--- src/rtl/tp_mux_if.sv ---
// Bus bundle for the test-point mux controller: probe inputs, slot config
// port and the registered test-point outputs.
interface tp_mux_if #(
  parameter int NPROBE = 64,
  parameter int NTP    = 16,
  parameter int SELW   = 6,
  parameter int AW     = 4
);
  logic [NPROBE-1:0] probe;
  logic              cfg_we;
  logic [AW-1:0]     cfg_addr;
  logic [SELW+2:0]   cfg_wdata;
  logic              clr_sticky;
  logic [SELW+2:0]   cfg_rdata;
  logic [NTP-1:0]    tp_out;
  logic [NTP-1:0]    tp_dir;

  // Side that drives probes and config (bench / host logic).
  modport master (
    output probe, cfg_we, cfg_addr, cfg_wdata, clr_sticky,
    input  cfg_rdata, tp_out, tp_dir
  );

  // Side implemented by tp_mux_ctrl.
  modport slave (
    input  probe, cfg_we, cfg_addr, cfg_wdata, clr_sticky,
    output cfg_rdata, tp_out, tp_dir
  );
endinterface

--- src/rtl/tp_mux_ctrl.sv ---
// Test-point mux controller: each slot picks one registered probe and drives
// it out as a direct copy, a stretched pulse, a toggle or a sticky flag.
// Config word is {dir, mode[1:0], sel[SELW-1:0]}.
module tp_mux_ctrl #(
  parameter int             NPROBE  = 64,
  parameter int             NTP     = 16,
  parameter int             SELW    = 6,
  parameter int             AW      = 4,
  parameter int             STRETCH = 8,
  parameter logic [NTP-1:0] DIR_RST = '1
) (
  input logic   clk,
  input logic   rst,
  tp_mux_if.slave bus
);

  typedef enum logic [1:0] {
    MODE_DIRECT  = 2'b00,
    MODE_STRETCH = 2'b01,
    MODE_TOGGLE  = 2'b10,
    MODE_STICKY  = 2'b11
  } mode_e;

  localparam logic [SELW:0] SEL_LIMIT    = (SELW+1)'(NPROBE);
  localparam logic [AW:0]   ADDR_LIMIT   = (AW+1)'(NTP);
  localparam logic [7:0]    STRETCH_LOAD = 8'(STRETCH - 1);

  logic [NPROBE-1:0] stage1_q;
  logic [SELW-1:0]   sel_q  [NTP];
  mode_e             mode_q [NTP];
  logic [NTP-1:0]    dir_q;
  logic [NTP-1:0]    prev_q, prev_d;
  logic [NTP-1:0]    out_q, out_d;
  logic [7:0]        cnt_q  [NTP];
  logic [7:0]        cnt_d  [NTP];
  logic [SELW+2:0]   rdata_q;

  logic              addr_ok;
  logic              wr_en;
  logic [NTP-1:0]    wr_hit;
  logic [NTP-1:0]    samp;
  logic [NTP-1:0]    rise;

  assign addr_ok = ({1'b0, bus.cfg_addr} < ADDR_LIMIT);
  assign wr_en   = bus.cfg_we && addr_ok;

  // Decode which slot (if any) is being written this cycle.
  always_comb begin
    wr_hit = '0;
    for (int i = 0; i < NTP; i++) begin
      wr_hit[i] = wr_en && (bus.cfg_addr == AW'(i));
    end
  end

  // Per-slot probe selection; an out-of-range select reads as 0.
  always_comb begin
    samp = '0;
    for (int i = 0; i < NTP; i++) begin
      if ({1'b0, sel_q[i]} < SEL_LIMIT) samp[i] = stage1_q[sel_q[i]];
    end
  end

  assign rise = samp & ~prev_q;

  // Per-slot output behaviour by mode, with a write resetting the slot.
  // NOTE: combinational next-state uses blocking '='; the registers below
  // take these values with '<=' only, so evaluation order never matters.
  always_comb begin
    // NOTE: every target gets a default first, so no path can infer a latch.
    out_d  = out_q;
    prev_d = samp;
    for (int i = 0; i < NTP; i++) begin
      cnt_d[i] = cnt_q[i];
      unique case (mode_q[i])
        MODE_DIRECT:  out_d[i] = samp[i];
        MODE_STRETCH: begin
          if (samp[i]) begin
            cnt_d[i] = STRETCH_LOAD;
            out_d[i] = 1'b1;
          end else if (cnt_q[i] != 8'd0) begin
            cnt_d[i] = cnt_q[i] - 8'd1;
            out_d[i] = 1'b1;
          end else begin
            out_d[i] = 1'b0;
          end
        end
        MODE_TOGGLE:  if (rise[i]) out_d[i] = ~out_q[i];
        MODE_STICKY: begin
          // Clear beats a coincident set.
          if (bus.clr_sticky)  out_d[i] = 1'b0;
          else if (samp[i])    out_d[i] = 1'b1;
        end
      endcase
      // prev=1 masks a spurious rise on the first sample after a rewrite.
      if (wr_hit[i]) begin
        cnt_d[i]  = 8'd0;
        out_d[i]  = 1'b0;
        prev_d[i] = 1'b1;
      end
    end
  end

  // Probe capture stage and per-slot datapath registers.
  always_ff @(posedge clk) begin
    if (rst) begin
      stage1_q <= '0;
      out_q    <= '0;
      prev_q   <= '1;
      for (int i = 0; i < NTP; i++) cnt_q[i] <= 8'd0;
    end else begin
      stage1_q <= bus.probe;
      out_q    <= out_d;
      prev_q   <= prev_d;
      cnt_q    <= cnt_d;
    end
  end

  // Slot configuration table; new values take effect the cycle after a write.
  // NOTE: the table is built from flops and is fully reset, since every slot
  // has a defined power-on select, mode and direction.
  always_ff @(posedge clk) begin
    if (rst) begin
      for (int i = 0; i < NTP; i++) begin
        sel_q[i]  <= (i < NPROBE) ? SELW'(i) : '0;
        mode_q[i] <= MODE_DIRECT;
      end
      dir_q <= DIR_RST;
    end else if (wr_en) begin
      sel_q[bus.cfg_addr]  <= bus.cfg_wdata[SELW-1:0];
      mode_q[bus.cfg_addr] <= mode_e'(bus.cfg_wdata[SELW +: 2]);
      dir_q[bus.cfg_addr]  <= bus.cfg_wdata[SELW+2];
    end
  end

  // Registered readback; a same-cycle write shows up one cycle later.
  always_ff @(posedge clk) begin
    if (rst)          rdata_q <= '0;
    else if (addr_ok) rdata_q <= {dir_q[bus.cfg_addr], mode_q[bus.cfg_addr], sel_q[bus.cfg_addr]};
    else              rdata_q <= '0;
  end

  assign bus.tp_out    = out_q;
  assign bus.tp_dir    = dir_q;
  assign bus.cfg_rdata = rdata_q;

endmodule

--- src/flat_wrapper.sv ---
// flat-port wrapper written by rule: the top's interface ports become plain ports
module tp_mux_ctrl_flat 
#(
  parameter int             NPROBE  = 64,
  parameter int             NTP     = 16,
  parameter int             SELW    = 6,
  parameter int             AW      = 4,
  parameter int             STRETCH = 8,
  parameter logic [NTP-1:0] DIR_RST = '1
)
  (clk, rst, bus_probe, bus_cfg_we, bus_cfg_addr, bus_cfg_wdata, bus_clr_sticky, bus_cfg_rdata, bus_tp_out, bus_tp_dir);
  tp_mux_if #(.NPROBE(NPROBE), .NTP(NTP), .SELW(SELW), .AW(AW)) bus_i ();
  input logic clk;
  input logic rst;
  input wire logic [$bits(bus_i.probe)-1:0] bus_probe;
  input wire logic [$bits(bus_i.cfg_we)-1:0] bus_cfg_we;
  input wire logic [$bits(bus_i.cfg_addr)-1:0] bus_cfg_addr;
  input wire logic [$bits(bus_i.cfg_wdata)-1:0] bus_cfg_wdata;
  input wire logic [$bits(bus_i.clr_sticky)-1:0] bus_clr_sticky;
  output wire logic [$bits(bus_i.cfg_rdata)-1:0] bus_cfg_rdata;
  output wire logic [$bits(bus_i.tp_out)-1:0] bus_tp_out;
  output wire logic [$bits(bus_i.tp_dir)-1:0] bus_tp_dir;
  assign bus_i.probe = bus_probe;
  assign bus_i.cfg_we = bus_cfg_we;
  assign bus_i.cfg_addr = bus_cfg_addr;
  assign bus_i.cfg_wdata = bus_cfg_wdata;
  assign bus_i.clr_sticky = bus_clr_sticky;
  assign bus_cfg_rdata = bus_i.cfg_rdata;
  assign bus_tp_out = bus_i.tp_out;
  assign bus_tp_dir = bus_i.tp_dir;
  tp_mux_ctrl #(.NPROBE(NPROBE), .NTP(NTP), .SELW(SELW), .AW(AW), .STRETCH(STRETCH), .DIR_RST(DIR_RST)) u_core (.clk(clk), .rst(rst), .bus(bus_i));
endmodule
--- config.mk ---
export PLATFORM = sky130hd
export DESIGN_NAME = tp_mux_ctrl_flat
export DESIGN_NICKNAME = d
export VERILOG_FILES = /design/src/rtl/tp_mux_if.sv /design/src/rtl/tp_mux_ctrl.sv /design/src/flat_wrapper.sv
export SDC_FILE = /design/constraint.sdc
export NUM_CORES = 1
export LEC_CHECK = 0
export CAP_MARGIN = 15
export CORE_MARGIN = 2
export CORE_UTILIZATION = 45
export CTS_BUF_LIST = sky130_fd_sc_hd__clkbuf_4 sky130_fd_sc_hd__clkbuf_8 sky130_fd_sc_hd__clkbuf_16
export DETAILED_ROUTE_END_ITERATION = 6
export DONT_BUFFER_PORTS = 1
export GPL_TIMING_DRIVEN = 0
export HOLD_SLACK_MARGIN = 0.02
export PLACE_DENSITY_LB_ADDON = 0.05
export SLEW_MARGIN = 20
export SYNTH_ARGS = -nofsm -noshare
export SYNTH_HDL_FRONTEND = slang
export SYNTH_SLANG_ARGS = --single-unit
export TNS_END_PERCENT = 1
--- constraint.sdc ---
create_clock -name clk -period 2.6 [get_ports clk]
set_input_delay 0.65 -clock clk [delete_from_list [all_inputs] [get_ports clk]]
set_output_delay 0.65 -clock clk [all_outputs]
set_load 0.05 [all_outputs]
==> results.md <==
* Port buffer count at 0
* Total power at just over 20 mW
* Routed Antenna Nets at 0
* Max-slew violations at 0
* Post-Syn Area at 0.0251 mm2
* Hpwl dp at 66,400 um
* Fillers at slightly below 5,000
* Pwr/cell area at 708 mW/mm2
* Sw Share at between 30% and 40%
* Hold Crit Class: in -> reg
* Clock Sinks at ~380
* Internal power at around 14 mW
* Min-delay src: bus_probe[42]
* Initial antenna violation count at 2
* Iteration-0 DRC Markers at ~2,200
* Most frequent cells in the layout: mux4_2 (347), dfxtp_1 (205), nor2_1 (184)
* CTS Buf Count at 43
* First-pass DRT Iterations at 7
* Syn Nets at around 2,300
* Combinational share of power at 30.3%
* Pre-CTS setup slack at -1.48 ns
* Largest net degree at the start of global routing at 18
* YS warnings at 0
* H-tree depth at 2
* Asr flop ratio synth at 0%
* P&R area growth vs syn at 16.2%
* Die Ht at 240 um
* Sequential area share after synthesis at 35.2%
* Setup CP Type: reg -> reg
* Mean Syn Cell Area at approximately 12 um2
* Number of distinct library cells after synthesis at 70
* Hold EP: u_core.stage1_q[42]
* CP Max Fanout at 7
* RR Endpoint: u_core.bus.tp_out[4]
* WL final at between 80,000 and 90,000 um
* Post-layout minimum cycle time at between 2 and 3 ns
* Main synth FF type: dfxtp_1
* Max Cap Viol at 0
* R2R depth at 8
* Total Neg Setup Slack at -10.97 ns
* Seq cells post-synth at 377
* Critical Path RT at 3.07 ns
* Proportion of layout cells with a drive suffix above 1 at roughly 34%
* R2r startpoint: u_core.sel_q[4][0]
* Commonest non-fill, non-tap cell in the layout: mux4_2
* Flop pwr share at between 30% and 40%
* Fmax at 353 MHz
* Type of origin of the critical path: register
* Clock Power Share at around 31%
* Fin. Hold Viols at 0
* Violated checks: setup timing
* Via-to-Cell Ratio at ~6.6
* Worst slew margin at between 30% and 40%
* Layout Cells excl Fill at roughly 3,000
* Number of enable flip-flop cells after synthesis at between 100 and 150
* Mapped Cells at ~2,200
* Vias in the first global route at between 15,000 and 20,000
* Post-placement cell area at approximately 0.026 mm2
* Tcrit/Tclk final at 109%
* Worst Slack Setup Final at -0.236 ns
* Final GP Congestion at between 0.9 and 1
* FP Rows at 86
* CP Capture Type: register
* Vias at around 20,000
* CTS tree: yes
* Setup violators final at between 100 and 150
* Grt ovf at 0
* Crit path arrival time at 3.31 ns
* P_leak at about 10 nW
* DIE AREA at 0.0576 mm2
* Clock Latency Late Sink at around 0.60 ns
* Post-Place Cells at 2,920
* Switch Pwr at around 7 mW
* Status: complete, but fails checks
* RSZ-0062 raised after global routing: yes
* First-pass GRT wire length at between 100,000 and 150,000 um
* DIE WIDTH at 240 um
* Clock Root Buffer: clkbuf_16
* WHS Path Cells at 1
* Nets@finish at roughly 2,400
* CTS Hold Buffers Added at 0
* Core ar. at between 0.05 and 0.06 mm2
* I/O pin count at about 120
* Max clock buf depth at 3
* Finished Cell Area at ~0.03 mm2
* Register-to-Register Setup Slack at -0.24 ns
* Max VDD drop at ~0.00050 V
* CP Launch Point: u_core.sel_q[4][0]
* Worst Max-Slew Pin Slew at 0.974 ns
* Aggregate global-route resource usage at ~30%
* Clk pin slew, worst setup/hold paths at approximately 0.060 ns
* Initial core utilization at 45.5%
* WL per Instance at 28.7 um
* DRC viols at 0
* Clock skew at ~0.018 ns
[what timing repair did]
action / CTS / global route
setup endpoints to repair: 299 / 171
gates cloned: 1 / 1
pin swaps: 37 / 27
gates resized for setup: 336 / 113
buffers inserted: 43 / 7
[registers in the layout, indices dropped and copies added, names as in the netlist]
signal	flops
u_core.bus.cfg_rdata	9
u_core.bus.tp_dir	16
u_core.mode_q	32
u_core.cnt_q	128
u_core.sel_q	96
u_core.prev_q	16
u_core.stage1_q	64
u_core.bus.tp_out	16
[metal layers]
metal	vias up	global-route usage [%]	routed length, um
li1	8452	-	-
met1	10191	41.2	34800
met2	1122	47.2	40000
met3	186	6.81	8810
met4	2	12.1	3680
met5	-	1.13	74
[power groups by stage]
stage	Clock, mW	Sequential (mW)	Combinational (mW)
floorplan	0	7.76	4.47
global placement	0	8.05	5.54
detailed placement	0	8.08	5.65
CTS	6.46	8.00	6.06
global route	6.67	8.12	6.81
finish	6.34	8.03	6.25
[kinds of logic after synthesis]
| group | count (synthesis) | share of synthesized area, % |
|---|---|---|
| simple gates | 733 | 15.3 |
| mux | 402 | 33.4 |
| buf+inv | 274 | 4.54 |
| flops | 377 | 35.2 |
| fa+ha+maj | 32 | 1.60 |
| compound gates | 279 | 7.38 |
| xor+xnor | 75 | 2.62 |
[worst max-delay path, stage by stage (launching register included)]
cell	delay, ns
edfxtp_1	0.34
buf_6	0.12
buf_12	0.13
mux4_2	0.51
mux4_2	0.53
mux4_2	0.59
nor2_2	0.11
a211oi_1	0.04
or3_1	0.32
[cells in the mapped netlist (13+ instances only)]
cell / n / area [um2]
a311oi_1: 15 / 131
o21ai_0: 48 / 240
nand3_1: 27 / 135
xor2_1: 29 / 254
nor2_1: 191 / 717
nand2b_1: 31 / 194
mux4_2: 347 / 7820
a21oi_1: 94 / 470
and2_1: 104 / 651
mux2i_1: 45 / 450
or3_1: 41 / 257
dfxtp_1: 249 / 4980
nor2b_1: 96 / 601
ha_1: 32 / 400
a211oi_1: 27 / 203
clkbuf_1: 132 / 495
buf_1: 17 / 63.8
xnor2_1: 46 / 403
a31oi_1: 13 / 81.3
nor3_1: 46 / 230
nand2_1: 112 / 420
or4_1: 14 / 105
inv_1: 86 / 323
nand3b_1: 16 / 120
buf_2: 22 / 110
a21o_1: 13 / 97.6
edfxtp_1: 128 / 3840
[worst max-delay path by stage]
stage                               to  slack, ns  depth (start not counted)
2_1_floorplan  u_core.bus.cfg_rdata[7]      -0.16                          5
3_3_place_gp       u_core.sel_q[15][0]      -1.39                          6
3_5_place_dp       u_core.sel_q[15][2]      -1.48                          6
4_1_cts           u_core.bus.tp_out[4]      -0.27                          8
5_1_grt           u_core.bus.tp_out[4]      -0.32                          8
6_report          u_core.bus.tp_out[4]      -0.24                          8
[final cells by class]
type | instances | area, um2 | share of cell area, %
diodes | 2 | 5.00 | 0.0172
plain buffers | 180 | 1420 | 4.86
repair buffers | 51 | 477 | 1.64
flip-flops and latches | 377 | 8890 | 30.5
well taps | 748 | 936 | 3.21
inverters | 86 | 323 | 1.11
multi-input cells | 1522 | 15600 | 53.6
clock inverters | 18 | 173 | 0.593
clock buffers | 62 | 1300 | 4.48
[per-stage QoR]
step           hold slack (ns)  utilization, %
6_report                 0.179            52.9
5_1_grt                  0.162            52.9
4_1_cts                  0.157            52.2
3_5_place_dp             0.465            47.3
3_3_place_gp             0.456            47.2
2_1_floorplan            0.445               -
Power figures use the tool's default switching activity.
